## src/rtl/rs_latch_sequencer.sv

```systemverilog
// ---------------------------------------------------------------------------
// rs_latch_sequencer
//
// Round-robin controller that shares a bank of NFLAG external RS flip-flops
// between NREQ requesters. Each request asks to set or reset one latch. The
// winner's request becomes a clean S or R pulse of PULSE_CYC clocks. A guard
// of GAP_CYC clocks follows with every S/R line low. The Q read-back is then
// checked and the requester gets a one-cycle ACK. S and R are never high
// together, and at most one latch line is driven at any time.
//
// Optional feature (macro RSSEQ_SKIP_REDUNDANT_EN):
//   When defined, a request whose latch already reads back the requested
//   value is acknowledged straight away (ACK one cycle after the grant).
//   No pulse is driven in that case.
//
// Ports:
//   CLK    in   1        system clock, rising edge
//   RST_B  in   1        asynchronous reset, active low
//   REQ    in   NREQ     request per requester, held high until its ACK
//   CMD    in   NREQ     per requester: 1 = set (S), 0 = reset (R)
//   IDX    in   NREQ*IW  per requester latch index, field i = IDX[i*IW +: IW]
//   ACK    out  NREQ     one-hot, one-cycle completion pulse to the winner
//   S_OUT  out  NFLAG    set drive to the latch bank
//   R_OUT  out  NFLAG    reset drive to the latch bank
//   Q_IN   in   NFLAG    Q read-back from the latch bank
//   BUSY   out  1        high whenever the sequencer is not idle
//   ERR    out  1        sticky: Q mismatch or out-of-range index
// ---------------------------------------------------------------------------
module rs_latch_sequencer #(
    parameter int NREQ      = 4,
    parameter int NFLAG     = 8,
    parameter int PULSE_CYC = 2,
    parameter int GAP_CYC   = 1,
    localparam int IW       = (NFLAG > 1) ? $clog2(NFLAG) : 1
) (
    input  logic                 CLK,
    input  logic                 RST_B,
    input  logic [NREQ-1:0]      REQ,
    input  logic [NREQ-1:0]      CMD,
    input  logic [NREQ*IW-1:0]   IDX,
    output logic [NREQ-1:0]      ACK,
    output logic [NFLAG-1:0]     S_OUT,
    output logic [NFLAG-1:0]     R_OUT,
    input  logic [NFLAG-1:0]     Q_IN,
    output logic                 BUSY,
    output logic                 ERR
);

    localparam int PW   = $clog2(NREQ);
    localparam int CMAX = (PULSE_CYC > GAP_CYC) ? PULSE_CYC : GAP_CYC;
    localparam int CW   = (CMAX > 1) ? $clog2(CMAX) : 1;

    localparam logic [NFLAG-1:0] FLAG_ONE = {{(NFLAG-1){1'b0}}, 1'b1};
    localparam logic [NREQ-1:0]  REQ_ONE  = {{(NREQ-1){1'b0}}, 1'b1};

    typedef enum logic [1:0] {
        ST_IDLE  = 2'd0,
        ST_PULSE = 2'd1,
        ST_GUARD = 2'd2,
        ST_ACK   = 2'd3
    } state_t;

    state_t            state_q, state_d;
    logic [CW-1:0]     cnt_q, cnt_d;
    logic [PW-1:0]     rr_q, rr_d;
    logic [PW-1:0]     win_q, win_d;
    logic              cmd_q, cmd_d;
    logic              valid_q, valid_d;
    logic [NFLAG-1:0]  vec_q, vec_d;
    logic [NFLAG-1:0]  s_q, s_d;
    logic [NFLAG-1:0]  r_q, r_d;
    logic [NREQ-1:0]   ack_q, ack_d;
    logic              busy_q, busy_d;
    logic              err_q, err_d;

    logic              found;
    logic [PW-1:0]     win;
    logic [PW-1:0]     cand;
    logic              win_cmd;
    logic [IW-1:0]     win_idx;
    logic              win_valid;
    logic [NFLAG-1:0]  win_vec;
    logic              q_bit;

    // Round-robin arbitration: scan from the requester after the last winner,
    // wrapping at NREQ, and take the first active request.
    always_comb begin
        found = 1'b0;
        win   = rr_q;
        cand  = rr_q;
        for (int i = 1; i <= NREQ; i++) begin
            cand = PW'((int'(rr_q) + i) % NREQ);
            if (!found && REQ[cand]) begin
                found = 1'b1;
                win   = cand;
            end
        end
    end

    // Decode the candidate winner's command. An out-of-range index yields an
    // all-zero latch vector, so no pulse can reach the bank for it.
    always_comb begin
        win_cmd   = CMD[win];
        win_idx   = IDX[int'(win)*IW +: IW];
        win_valid = (int'(win_idx) < NFLAG);
        win_vec   = win_valid ? (FLAG_ONE << win_idx) : '0;
    end

    // Read-back of the latch captured at grant; the vector is one-hot or zero.
    assign q_bit = |(Q_IN & vec_q);

    // Next-state and next-output logic. Outputs are decoded from the next
    // state so the registered outputs line up with the registered state.
    always_comb begin
        state_d = state_q;
        cnt_d   = cnt_q;
        rr_d    = rr_q;
        win_d   = win_q;
        cmd_d   = cmd_q;
        valid_d = valid_q;
        vec_d   = vec_q;
        s_d     = '0;
        r_d     = '0;
        ack_d   = '0;
        err_d   = err_q;

        case (state_q)
            ST_IDLE: begin
                if (found) begin
                    rr_d    = win;
                    win_d   = win;
                    cmd_d   = win_cmd;
                    valid_d = win_valid;
                    vec_d   = win_vec;
                    cnt_d   = '0;
                    if (!win_valid) begin
                        err_d = 1'b1;
                    end
`ifdef RSSEQ_SKIP_REDUNDANT_EN
                    if (win_valid && ((|(Q_IN & win_vec)) == win_cmd)) begin
                        state_d = ST_ACK;
                        ack_d   = REQ_ONE << win;
                    end else begin
                        state_d = ST_PULSE;
                        s_d     = win_cmd ? win_vec : '0;
                        r_d     = win_cmd ? '0 : win_vec;
                    end
`else
                    state_d = ST_PULSE;
                    s_d     = win_cmd ? win_vec : '0;
                    r_d     = win_cmd ? '0 : win_vec;
`endif
                end
            end

            ST_PULSE: begin
                if (cnt_q == CW'(PULSE_CYC - 1)) begin
                    state_d = ST_GUARD;
                    cnt_d   = '0;
                end else begin
                    cnt_d = cnt_q + CW'(1);
                    s_d   = s_q;
                    r_d   = r_q;
                end
            end

            // The latch has settled by the last guard cycle; compare it then.
            ST_GUARD: begin
                if (cnt_q == CW'(GAP_CYC - 1)) begin
                    state_d = ST_ACK;
                    cnt_d   = '0;
                    ack_d   = REQ_ONE << win_q;
                    if (valid_q && (q_bit != cmd_q)) begin
                        err_d = 1'b1;
                    end
                end else begin
                    cnt_d = cnt_q + CW'(1);
                end
            end

            ST_ACK: begin
                state_d = ST_IDLE;
            end

            default: begin
                state_d = ST_IDLE;
            end
        endcase

        busy_d = (state_d != ST_IDLE);
    end

    // State and output registers. Reset drops S/R immediately and parks the
    // pointer on the last requester so requester 0 has first priority.
    always_ff @(posedge CLK or negedge RST_B) begin
        if (!RST_B) begin
            state_q <= ST_IDLE;
            cnt_q   <= '0;
            rr_q    <= PW'(NREQ - 1);
            win_q   <= '0;
            cmd_q   <= 1'b0;
            valid_q <= 1'b0;
            vec_q   <= '0;
            s_q     <= '0;
            r_q     <= '0;
            ack_q   <= '0;
            busy_q  <= 1'b0;
            err_q   <= 1'b0;
        end else begin
            state_q <= state_d;
            cnt_q   <= cnt_d;
            rr_q    <= rr_d;
            win_q   <= win_d;
            cmd_q   <= cmd_d;
            valid_q <= valid_d;
            vec_q   <= vec_d;
            s_q     <= s_d;
            r_q     <= r_d;
            ack_q   <= ack_d;
            busy_q  <= busy_d;
            err_q   <= err_d;
        end
    end

    assign S_OUT = s_q;
    assign R_OUT = r_q;
    assign ACK   = ack_q;
    assign BUSY  = busy_q;
    assign ERR   = err_q;

endmodule

```

## config.mk

```make
export PLATFORM = sky130hd
export DESIGN_NAME = rs_latch_sequencer
export DESIGN_NICKNAME = d
export VERILOG_FILES = /design/src/rtl/rs_latch_sequencer.sv
export SDC_FILE = /design/constraint.sdc
export NUM_CORES = 1
export LEC_CHECK = 0
export BUFFER_PORTS_ARGS = -buffer_cell sky130_fd_sc_hd__buf_2
export CAP_MARGIN = 20
export CORE_ASPECT_RATIO = 0.75
export CORE_MARGIN = 5
export CORE_UTILIZATION = 58
export CTS_CLUSTER_DIAMETER = 80
export DETAILED_ROUTE_END_ITERATION = 7
export PLACE_DENSITY = 0.85
export SYNTH_ARGS = -nofsm -noshare
export SYNTH_HDL_FRONTEND = slang
export SYNTH_SLANG_ARGS = --single-unit
```

## constraint.sdc

```tcl
create_clock -name CLK -period 6.4 [get_ports CLK]
set_clock_uncertainty 0.2 [all_clocks]
set_input_delay 0.32 -clock CLK [delete_from_list [all_inputs] [get_ports CLK]]
set_output_delay 0.32 -clock CLK [all_outputs]
set_load 0.005 [all_outputs]
```

# Word level (Yosys, flattened, before mapping)
# Cells that the tools add are included.
# classes
addsub	5
multipliers	1
order_cmp	5
eq_ne	6
n_shift	3
mux	35
bitwise	2
reduce_logical	14
# op_table
op	count
$mux 8	5
$pmux 8 s2	2
$lt 2x3->1 const B	5
$mux 2	7
$mux 1	12
$shiftx 12x5->3	1
$bmux 1 s2	5
$and 8x8->8	1
$mux 4	2
$pmux 2 s4	1
$reduce_or 8->1	1
$shl 1x3->8 const A	1
$add 2x1->2 const B	2
$add 2x2->2 const B	2
$eq 2x2->1 const B	2
$logic_and 1x1->1	4
$mul 2x2->4 const B	1
$ne 2x2->1 const B	2
$reduce_and 2->1	2
$shl 1x2->4 const A	1
$logic_not 1->1	3
$pmux 1 s3	1
$reduce_and 3->1	1
$reduce_bool 3->1	1
other kinds (6)	6
# totals
ff_bits	39
in_bits	30
output_inout_bits	22
elab_cells	83

# Longest topological paths before layout
# Gate-level depths: netlist of the first run.
# logic_depth
depth_word	19
depth_mapped	7

# Least setup slack after synthesis of the first run
# Ideal clock, no wire load.
# synth_timing
path_type	flip-flop to flip-flop
startpoint	register rr_q[0]
endpoint	register vec_q[7]
setup_ps	92
arrival_ps	1887
slack_ps	4221
path_stages_with_launch	7
synth_period_minus_slack_ps	2179
cell_sequence	dfstp_2 -> nand2b_1 -> a21oi_1 -> a221oi_4 -> buf_6 -> mux2_2 -> o31ai_2
# synth_via
elab_chain_cells	16
word_cells_on_any_way	30
# synth_lines
element	line_no	source
from (decl)	65	logic [PW-1:0] rr_q, rr_d;
from (signal assigned)	199	rr_q <= PW'(NREQ - 1);
from (signal assigned)	212	rr_q <= rr_d;
$add 2x1->2	92	cand = PW'((int'(rr_q) + i) % NREQ);
$bmux 1 s2	93	if (!found && REQ[cand]) begin
$mux 1 (not written as such)	93	
$mux 1	93	
$logic_not 1->1	93	
$logic_and 1x1->1	93	
$mux 1	93	
$logic_not 1->1	93	
$logic_and 1x1->1	93	
$mux 1	93	
$logic_not 1->1	93	
$logic_and 1x1->1	93	
$mux 2	93	
$mul 2x2->4	104	win_idx = IDX[int'(win)*IW +: IW];
$shiftx 12x5->3	104	
$shl 1x3->8	106	win_vec = win_valid ? (FLAG_ONE << win_idx) : '0;
to (signal assigned)	216	vec_q <= vec_d;
to (decl)	69	logic [NFLAG-1:0] vec_q, vec_d;
# Parallel ways exist; a longest one is shown, timed or not. The select of a mux whose other input is x is not followed.
# A chain may end at the register's enable or synchronous reset.

# Worst setup path in the final report of the first run
# layout_timing
startpoint	register rr_q[0]
endpoint	register s_q[1] (netlist: S_OUT[1])
# layout_via
elab_chain_cells	19
word_cells_on_any_way	34
# layout_lines
element	line_no	source
$add 2x1->2	92	
$bmux 1 s2	93	
$mux 1 (not written as such)	93	
$mux 1	93	
$logic_not 1->1	93	
$logic_and 1x1->1	93	
$mux 1	93	
$logic_not 1->1	93	
[... 3 more ...]	--	
$logic_and 1x1->1	93	
$mux 2	93	
$mul 2x2->4	104	
$shiftx 12x5->3	104	
$shl 1x3->8	106	
$mux 8	150	s_d = win_cmd ? win_vec : '0;
$mux 8 (*)	129	if (found) begin
$pmux 8 s2 (*)	127	case (state_q)
to (signal assigned)	204	s_q <= '0;
to (signal assigned)	217	s_q <= s_d;
to (decl)	70	logic [NFLAG-1:0] s_q, s_d;
# Mark *: on every way between the ends. The rest lies on a longest branch, timed or not. The select of a mux whose other input is x is not followed.

==> results of run 1 <==
==> cell families (layout without fill, tap and decap cells) <==
family / after synthesis / count (layout) / synth area share
compound gates: 56 / 56 / 0.235
simple gates: 71 / 71 / 0.162
mux: 22 / 22 / 0.111
buf+inv: 17 / 68 / 0.0458
flops: 39 / 39 / 0.442
xor+xnor: 1 / 1 / 0.00396
==> Yosys cell counts (5+ instances only) <==
library cell  instances  share of area
dfrtp_1              37           0.42
nand2_1              23          0.039
mux2i_1              16          0.072
nor2_1               13          0.022
a22o_1                9          0.036
o31ai_2               9          0.051
a21oi_1               8          0.018
nor2b_1               8          0.023
inv_1                 7          0.012
nand2b_1              7          0.020
nor3_1                5          0.011
==> layout make-up <==
cell class	instances	share of cell area
clock buffer	6	0.0284
inverter	8	0.0117
timing repair buffer	52	0.104
tap	52	0.0254
sequential	39	0.383
clock inverter	2	0.00489
multi-input combinational	150	0.443
==> state kept, by name (all words and copies together) (netlist names) <==
register  flops
BUSY          1
cmd_q         1
S_OUT         8
R_OUT         8
valid_q       1
win_q         2
vec_q         8
state_q       2
cnt_q         1
ERR           1
rr_q          2
ACK           4
==> layer usage <==
layer  track usage  vias up  part of all wire
met2         0.260       83              0.39
met4        0.0781        0             0.017
met1         0.341      853              0.49
met5             0        -                 0
met3        0.0527        8             0.099
li1              -      856                 -
==> worst paths after layout <==
kind	end	slack, ns	cells after the start
setup / recovery	S_OUT[1]	3.76	5
hold / removal	ERR	0.27	1
setup reg to reg	S_OUT[1]	3.76	5
hold reg to reg	ERR	0.27	1
max in group asynchronous	S_OUT[4]	5.03	2
min in group asynchronous	ACK[0]	0.45	2
==> repair_timing <==
| action | 4_1_cts | 5_1_grt |
|---|---|---|
| gates resized for setup | 0 | 0 |
| endpoints found under the hold margin | 37 | 0 |
| hold buffers | 1 | 0 |
==> placed cells by master (no fill, tap or decap), drive strengths merged, types with 4 or more instances in the layout <==
master and count:
mux2 5, buf 51, nor2b 9, mux2i 16
o31ai 13, nor3 5, nand2b 7, inv 8
clkbuf 6, a21oi 8, a22o 9, a311oi 4
a22oi 4, nor2 13, nand2 23, o21ai 7
dfrtp 37
==> report_power, final <==
group          internal (mW)  switching [mW]  total, mW
logic                  0.212           0.303      0.515
clock network         0.0761          0.0853      0.161
registers              0.329          0.0694      0.398
==> stage by stage <==
step                instances  utilization  setup slack, ns  hold slack, ns  instance area [um^2]
floorplan                 206            -             4.22          -0.176                  2210
global placement          300        0.673             3.84           0.248                  2460
detailed placement        300        0.673             3.73           0.254                  2460
CTS                       309        0.699             3.77           0.276                  2560
global route              309        0.699             3.63           0.287                  2560
finish                    309        0.699             3.76           0.270                  2560
==> impl_metrics.json, run 1 <==
{
  "outcome": "finished clean",
  "r2r-start": "rr_q[0]",
  "num_vias": 1800,
  "die_area_mm2": 0.00516,
  "crit_family": "compound AO/OA/AOI/OAI gates",
  "cp_max_fo": 14,
  "syn_nets": 236,
  "place_congestion": 0.795,
  "nets": 286,
  "setup_tns_ns": 0,
  "synth.cell_area_mm2": 0.00221,
  "h-tree-depth": 2,
  "postSynthAreaPerCell_um2": 10.7,
  "synth_edf_count": 0,
  "crit_buf_inv": 0,
  "wl_per_cell_um": 16.0,
  "synth_warnings": 0,
  "ir_worst_vdd_uv": 218,
  "synth_ff_type": "dfrtp_1",
  "crit_type": "reg2reg",
  "post-cts-setup-buffer-count": 0,
  "regArea_um2": 978,
  "hold_path_startpoint": "ERR",
  "ys_types": 47,
  "ys_seq_elements": 39,
  "grt_pass1_wl_mm": 8.20,
  "multiInputGateArea_mm2": 0.00113,
  "fin_crit_sh": 0.413,
  "wl_mm": 4.95,
  "fin_total_pwr_mw": 1.07,
  "arrival_ns": 2.62,
  "diodes": 0,
  "hold_class": "reg2reg",
  "die_h_um": 63.5,
  "p_per_area_mw_per_mm2": 420,
  "async_flop_share": 1.00,
  "synth_cells": 206,
  "cts_made_buffers": 5,
  "clockBufferDepth": 2,
  "grt_max_degree": 40,
  "io_buffers": 51,
  "hold_viol": 0,
  "worst_pin_slew_ns": 1.07,
  "antenna_found_initial": 0,
  "cts_root_buffer": "clkbuf_8",
  "drv_slew": 0,
  "relSlewSlack": 0.281,
  "fmax_mhz": 378,
  "ant_nets": 0,
  "grt_pass1_vias": 1615,
  "clock-sinks": 39,
  "clkLatencyLatePin_ns": 0.29,
  "end_kind": "flip-flop",
  "path_cells": "nor2b_2 > a21o_1 > a221oi_4 > mux2_2 > a32o_1",
  "p_leak_nw": 1.24,
  "slowest_delay_ns": 0.70,
  "maxCapViolCount": 0,
  "fillers": 288,
  "initial_core_util": 0.605,
  "place_hpwl_mm": 3.74,
  "core_area_mm2": 0.00366,
  "routed_via_density": 5.83,
  "setup_viol": 0,
  "crit_path_top_delay_cell": "a221oi_4",
  "area_growth_pct": 15.5,
  "dr.first_iter.drc_count": 104,
  "period_minus_slack_ns": 2.64,
  "startpoint": "rr_q[0]",
  "die_x_um": 81.3,
  "ios": 52,
  "grt_overflow": 0,
  "drive_gt1_frac": 0.339,
  "clk_pin_slew_ns": 0.08,
  "drc": 0,
  "cts_tree": "yes",
  "cp.required_ns": 6.38,
  "first_pass_iters": 5,
  "rows": 19,
  "yosysSeqAreaShare": 0.442,
  "grt_use_total": 0.210,
  "start_kind": "flip-flop",
  "grt_setup_unrepaired": "false"
}
No activity file was read; power rests on OpenSTA's default activity.
==> inputs of run 2 (changes only) <==
--- a/config.mk
+++ b/config.mk
@@ -9,10 +9,10 @@
 export CAP_MARGIN = 20
 export CORE_ASPECT_RATIO = 0.75
 export CORE_MARGIN = 5
-export CORE_UTILIZATION = 58
+export CORE_UTILIZATION = 53
 export CTS_CLUSTER_DIAMETER = 80
 export DETAILED_ROUTE_END_ITERATION = 7
-export PLACE_DENSITY = 0.85
+export PLACE_DENSITY = 0.79
 export SYNTH_ARGS = -nofsm -noshare
 export SYNTH_HDL_FRONTEND = slang
 export SYNTH_SLANG_ARGS = --single-unit
==> constraint.sdc (replaced) <==
create_clock -name CLK -period 2.66 [get_ports CLK]
set_clock_uncertainty 0.2 [all_clocks]
set_input_delay 0.133 -clock CLK [delete_from_list [all_inputs] [get_ports CLK]]
set_output_delay 0.133 -clock CLK [all_outputs]
set_load 0.005 [all_outputs]
==> run 2 against run 1 <==
  * Total power rose to 2.5 times the previous value
  * Final cell count rose by 1.6%
  * Routed wire length fell by 2.5%
  * Fmax rose by 10%
  * Sequential power rose by 140%
  * Register-to-register slack got worse by 3.5 ns
  * Sequential share of layout area fell by 0.75 points
  * Critical path depth rose by 1
  * Clock power rose to 3.1 times the previous value
  * Clock-buffer cell count did not move
  * Non-clock buffer count rose by 2
  * Largest cell class unchanged
  * Highest routed layer unchanged
==> impl_metrics.json, run 2 (synthesis gave the netlist of run 1 again) <==
{
  "preCtsSetupSlack_ns": 0.304,
  "cts_root_buffer": "clkbuf_8",
  "post-cts-setup-buffer-count": 0,
  "hold_depth": 3,
  "die_h_um": 66.0,
  "cp.required_ns": 2.64,
  "h-tree-depth": 2,
  "diodes": 0,
  "clockBufferDepth": 2,
  "outcome": "finished clean",
  "grt_pass1_wl_mm": 8.25,
  "start_kind": "flip-flop",
  "place_hpwl_mm": 3.79,
  "first_pass_iters": 4,
  "num_vias": 1721,
  "fin_crit_sh": 0.900,
  "relSlewSlack": 0.378,
  "worst_pin_slew_ns": 0.925,
  "wl_met2_mm": 1.94,
  "cp_max_fo": 14,
  "path_cells": "nand2b_1 > a21oi_1 > a221oi_4 > buf_4 > mux2_2 > a32o_1",
  "routed_via_density": 5.48,
  "setup_viol": 0,
  "clock-sinks": 39,
  "layout_commonest_cell": "buf_2",
  "instances_no_fill": 314,
  "wl_met3_um": 271,
  "met1Wirelength_mm": 2.56,
  "highest_layer": "met4",
  "maxCapViolCount": 0,
  "crit_path_top_delay_cell": "dfstp_2",
  "rows": 20,
  "hold_path_startpoint": "REQ[2]",
  "slowest_delay_ns": 0.60,
  "drv_slew": 0,
  "cts_hold_buf": 1,
  "period_minus_slack_ns": 2.39,
  "initial_core_util": 0.546,
  "cts_resized": 0,
  "place_inst": 305,
  "setup_tns_ns": 0,
  "grt_setup_unrepaired": "false",
  "wl_mm": 4.83,
  "reg2reg_slack_ns": 0.27,
  "ir_worst_vdd_uv": 584,
  "p_leak_nw": 1.27,
  "area_growth_pct": 17.9,
  "p_per_area_mw_per_mm2": 1040,
  "final_cell_mix": "51 x buf_2, 37 x dfrtp_1, 23 x nand2_1",
  "cts_tree": "yes",
  "die_x_um": 84.6,
  "crit_type": "reg2reg",
  "dr.first_iter.drc_count": 128,
  "grt_overflow": 0,
  "place_area_mm2": 0.00248,
  "drc": 0,
  "crit_buf_inv": 1,
  "grt_max_degree": 40,
  "grt_pass1_vias": 1688,
  "holdWs_ns": 0.119,
  "wl_per_cell_um": 15.4,
  "ff2ff_path_depth": 6,
  "clkLatencyLatePin_ns": 0.29,
  "drive_gt1_frac": 0.347,
  "timing.final.ws_setup_ns": 0.266,
  "hold_class": "in2reg",
  "regToRegEndpoint": "S_OUT[1]",
  "fmax_mhz": 418,
  "grt_use_total": 0.187,
  "ios": 52,
  "hold_path_end": "rr_q[1]",
  "antenna_found_initial": 0,
  "r2r-start": "rr_q[0]",
  "finalInstanceArea_mm2": 0.00261,
  "end_kind": "flip-flop",
  "clk_pin_slew_ns": 0.08,
  "ant_nets": 0,
  "die_area_mm2": 0.00558,
  "crit_family": "compound AO/OA/AOI/OAI gates",
  "hold_viol": 0,
  "place_congestion": 0.826,
  "nets": 288,
  "arrival_ns": 2.38,
  "io_buffers": 51,
  "cts_made_buffers": 5,
  "core_area_mm2": 0.00405
}
[run 2: cell types whose count changed in the layout (fill, tap and decap cells not counted), sizes merged]
| cell | change |
|---|---|
| clkinvlp | -1 |
| bufinv | +1 |
| buf | +2 |
[run 2: how the worst max path moves through the flow]
stage               endpoint    start  cells past startpoint  slack [ns]
floorplan           vec_q[7]  rr_q[0]                      6        0.48
global placement    S_OUT[1]  rr_q[0]                      6        0.38
detailed placement  S_OUT[1]  rr_q[0]                      6        0.30
CTS                 S_OUT[1]  rr_q[0]                      6        0.29
global route        R_OUT[1]  rr_q[0]                      6        0.15
finish              S_OUT[1]  rr_q[0]                      6        0.27
[run 2: through the flow]
step                utilization  total power [mW]
floorplan                     -              1.95
global placement          0.612              2.17
detailed placement        0.612              2.20
CTS                       0.644              2.71
global route              0.644              2.89
finish                    0.644              2.70
[run 2: power by group]
group	internal [mW]	switching [mW]	total, mW
logic	0.528	0.718	1.25
registers	0.791	0.158	0.949
clock network	0.303	0.204	0.507
[run 2: worst min-delay path: cells and delay by family]
kind / cells / cell delay (ns)
compound gates: 2 / 0.31
buf+inv: 1 / 0.14
[run 2: layout make-up]
type / instances / area (um^2)
clock inverters: 2 / 35.0
well taps: 55 / 68.8
repair buffers: 54 / 280
clock buffers: 6 / 82.6
flip-flops and latches: 39 / 978
inverters: 8 / 30.0
multi-input cells: 150 / 1130
fillers: 346 / 1450
[run 2: routing by layer]
metal | track usage | up-vias
li1 | - | 857
met1 | 0.293 | 806
met2 | 0.250 | 51
met3 | 0.0448 | 7
met4 | 0.0593 | 0
met5 | 0 | -
==> inputs of run 3 (changes only) <==
--- a/config.mk
+++ b/config.mk
@@ -9,10 +9,9 @@
 export CAP_MARGIN = 20
 export CORE_ASPECT_RATIO = 0.75
 export CORE_MARGIN = 5
-export CORE_UTILIZATION = 53
+export CORE_UTILIZATION = 35
 export CTS_CLUSTER_DIAMETER = 80
 export DETAILED_ROUTE_END_ITERATION = 7
-export PLACE_DENSITY = 0.79
 export SYNTH_ARGS = -nofsm -noshare
 export SYNTH_HDL_FRONTEND = slang
 export SYNTH_SLANG_ARGS = --single-unit
==> run 3 against run 2 <==
  * Global-route usage fell by 4.8 points
  * Combinational power rose by 9%
  * Core utilization fell by 21 points
  * Final area rose by 4.1%
  * Register-to-register slack got worse by 0.02 ns
  * Worst setup slack got worse by 0.018 ns
  * Fmax fell by 0.73%
  * Total power rose by 4.6%
  * Clock power fell by 0.8%
  * Sequential cell count did not move
  * Non-clock buffer count rose by 10
  * Sequential power rose by 1%
  * Critical path type unchanged
  * Highest routed layer unchanged
==> impl_metrics.json, run 3 (synthesis gave the netlist of run 1 again) <==
{
  "outcome": "finished clean",
  "hold_class": "in2reg",
  "h-tree-depth": 2,
  "first_pass_iters": 4,
  "pwr-share-seq": 0.340,
  "clkPwrFrac": 0.178,
  "crit_buf_inv": 1,
  "final_cell_mix": "51 x buf_2, 37 x dfrtp_1, 23 x nand2_1",
  "clockBufferDepth": 2,
  "ff2ff_path_depth": 7,
  "maxCapViolCount": 0,
  "p_per_area_mw_per_mm2": 1040,
  "setup_tns_ns": 0,
  "grt_overflow": 0,
  "arrival_ns": 2.39,
  "diodes": 0,
  "drive_gt1_frac": 0.372,
  "die_x_um": 102,
  "hold_depth": 3,
  "grt_pass1_wl_mm": 8.78,
  "cts_root_buffer": "clkbuf_8",
  "swShare": 0.396,
  "grt_use_total": 0.139,
  "path_depth": 7,
  "antenna_found_initial": 0,
  "hold_viol": 0,
  "slowest_delay_ns": 0.60,
  "cts_tree": "yes",
  "die_h_um": 78.9,
  "start_kind": "flip-flop",
  "ir_worst_vdd_uv": 306,
  "die_area_mm2": 0.00803,
  "io_buffers": 51,
  "ant_nets": 0,
  "dr.first_iter.drc_count": 62,
  "place_area_mm2": 0.00254,
  "period_minus_slack_ns": 2.41,
  "cp_max_fo": 5,
  "grt_pass1_vias": 1693,
  "place_hpwl_mm": 4.15,
  "core_area_mm2": 0.00622,
  "layout_commonest_cell": "buf_2",
  "rows": 25,
  "wl_mm": 5.25,
  "wl_per_cell_um": 15.0,
  "clock-sinks": 39,
  "place_congestion": 0.793,
  "end_kind": "flip-flop",
  "crit_type": "reg2reg",
  "worst_pin_slew_ns": 0.850,
  "grt_setup_unrepaired": "false",
  "drv_slew": 0,
  "initial_core_util": 0.356,
  "clk_pin_slew_ns": 0.08,
  "fin_crit_sh": 0.907,
  "pwr-share-comb": 0.481,
  "crit_path_top_delay_cell": "dfstp_2",
  "cp.required_ns": 2.64,
  "area_growth_pct": 22.7,
  "crit_family": "compound AO/OA/AOI/OAI gates",
  "switchingPower_mw": 1.12,
  "routed_via_density": 5.05,
  "fmax_mhz": 415,
  "clkLatencyLatePin_ns": 0.29,
  "p_leak_nw": 1.32,
  "finalInstanceArea_mm2": 0.00272,
  "ios": 52,
  "nets": 298,
  "relSlewSlack": 0.433,
  "num_vias": 1766,
  "drc": 0,
  "p_int_mw": 1.71,
  "cts_made_buffers": 5,
  "path_cells": "nand2b_1 > a21oi_1 > a221o_1 > a311oi_2 > nor3_1 > buf_4 > a22o_1",
  "final_core_util": 0.436,
  "grt_max_degree": 40,
  "setup_viol": 0
}
-- run 3: cell types whose count changed in the layout (fill, tap and decap cells not counted) --
cell	before	now
buf_4	2	12
-- run 3: what timing repair did --
| action | CTS | global route |
|---|---|---|
| buffers inserted | 0 | 6 |
| endpoints found under the setup margin | 0 | 7 |
| hold endpoints to repair | 37 | 0 |
| resized for setup | 0 | 0 |
| hold buffers | 1 | 0 |
-- run 3: path summary, 6_finish.rpt --
kind / start / endpoint / slack (ns)
min: REQ[3] / rr_q[1] / 0.12
min reg2reg: ERR / ERR / 0.27
max: rr_q[0] / S_OUT[5] / 0.25
max in group asynchronous: RST_B / R_OUT[5] / 1.44
max reg2reg: rr_q[0] / S_OUT[5] / 0.25
min in group asynchronous: RST_B / ACK[3] / 0.28
-- run 3: per-stage QoR --
step / power (mW) / std cells / setup WS [ns] / hold WS (ns)
2_1_floorplan: 1.95 / 206 / 0.481 / -0.363
3_3_place_gp: 2.25 / 335 / 0.259 / 0.0911
3_5_place_dp: 2.27 / 335 / 0.157 / 0.0915
4_1_cts: 2.78 / 344 / 0.126 / 0.114
5_1_grt: 3.03 / 350 / 0.0952 / 0.155
6_report: 2.83 / 350 / 0.248 / 0.118
-- run 3: tightest hold or removal path, stage by stage --
cell	delay [ns]
buf_2	0.13
o211ai_4	0.12
o21ai_0	0.18
-- run 3: layout make-up --
cell class                 count  area [um^2]
timing repair buffer          64          355
clock buffer                   6         82.6
inverter                       8         30.0
fill                         622         3510
clock inverter                 2         35.0
sequential                    39          978
tap                           81          101
multi-input combinational    150         1130
-- run 3: power groups by stage --
stage	registers (mW)	clock network [mW]	logic, mW
4_1_cts	0.961	0.517	1.30
5_1_grt	0.991	0.543	1.49
3_5_place_dp	0.973	0	1.30
6_report	0.962	0.503	1.36
3_3_place_gp	0.966	0	1.28
2_1_floorplan	0.920	0	1.03
-- run 3: per-layer routing --
layer	GRT usage	part of all wire
met5	0	0
met4	0.0393	0.012
met3	0.0386	0.078
met2	0.182	0.38
met1	0.218	0.53
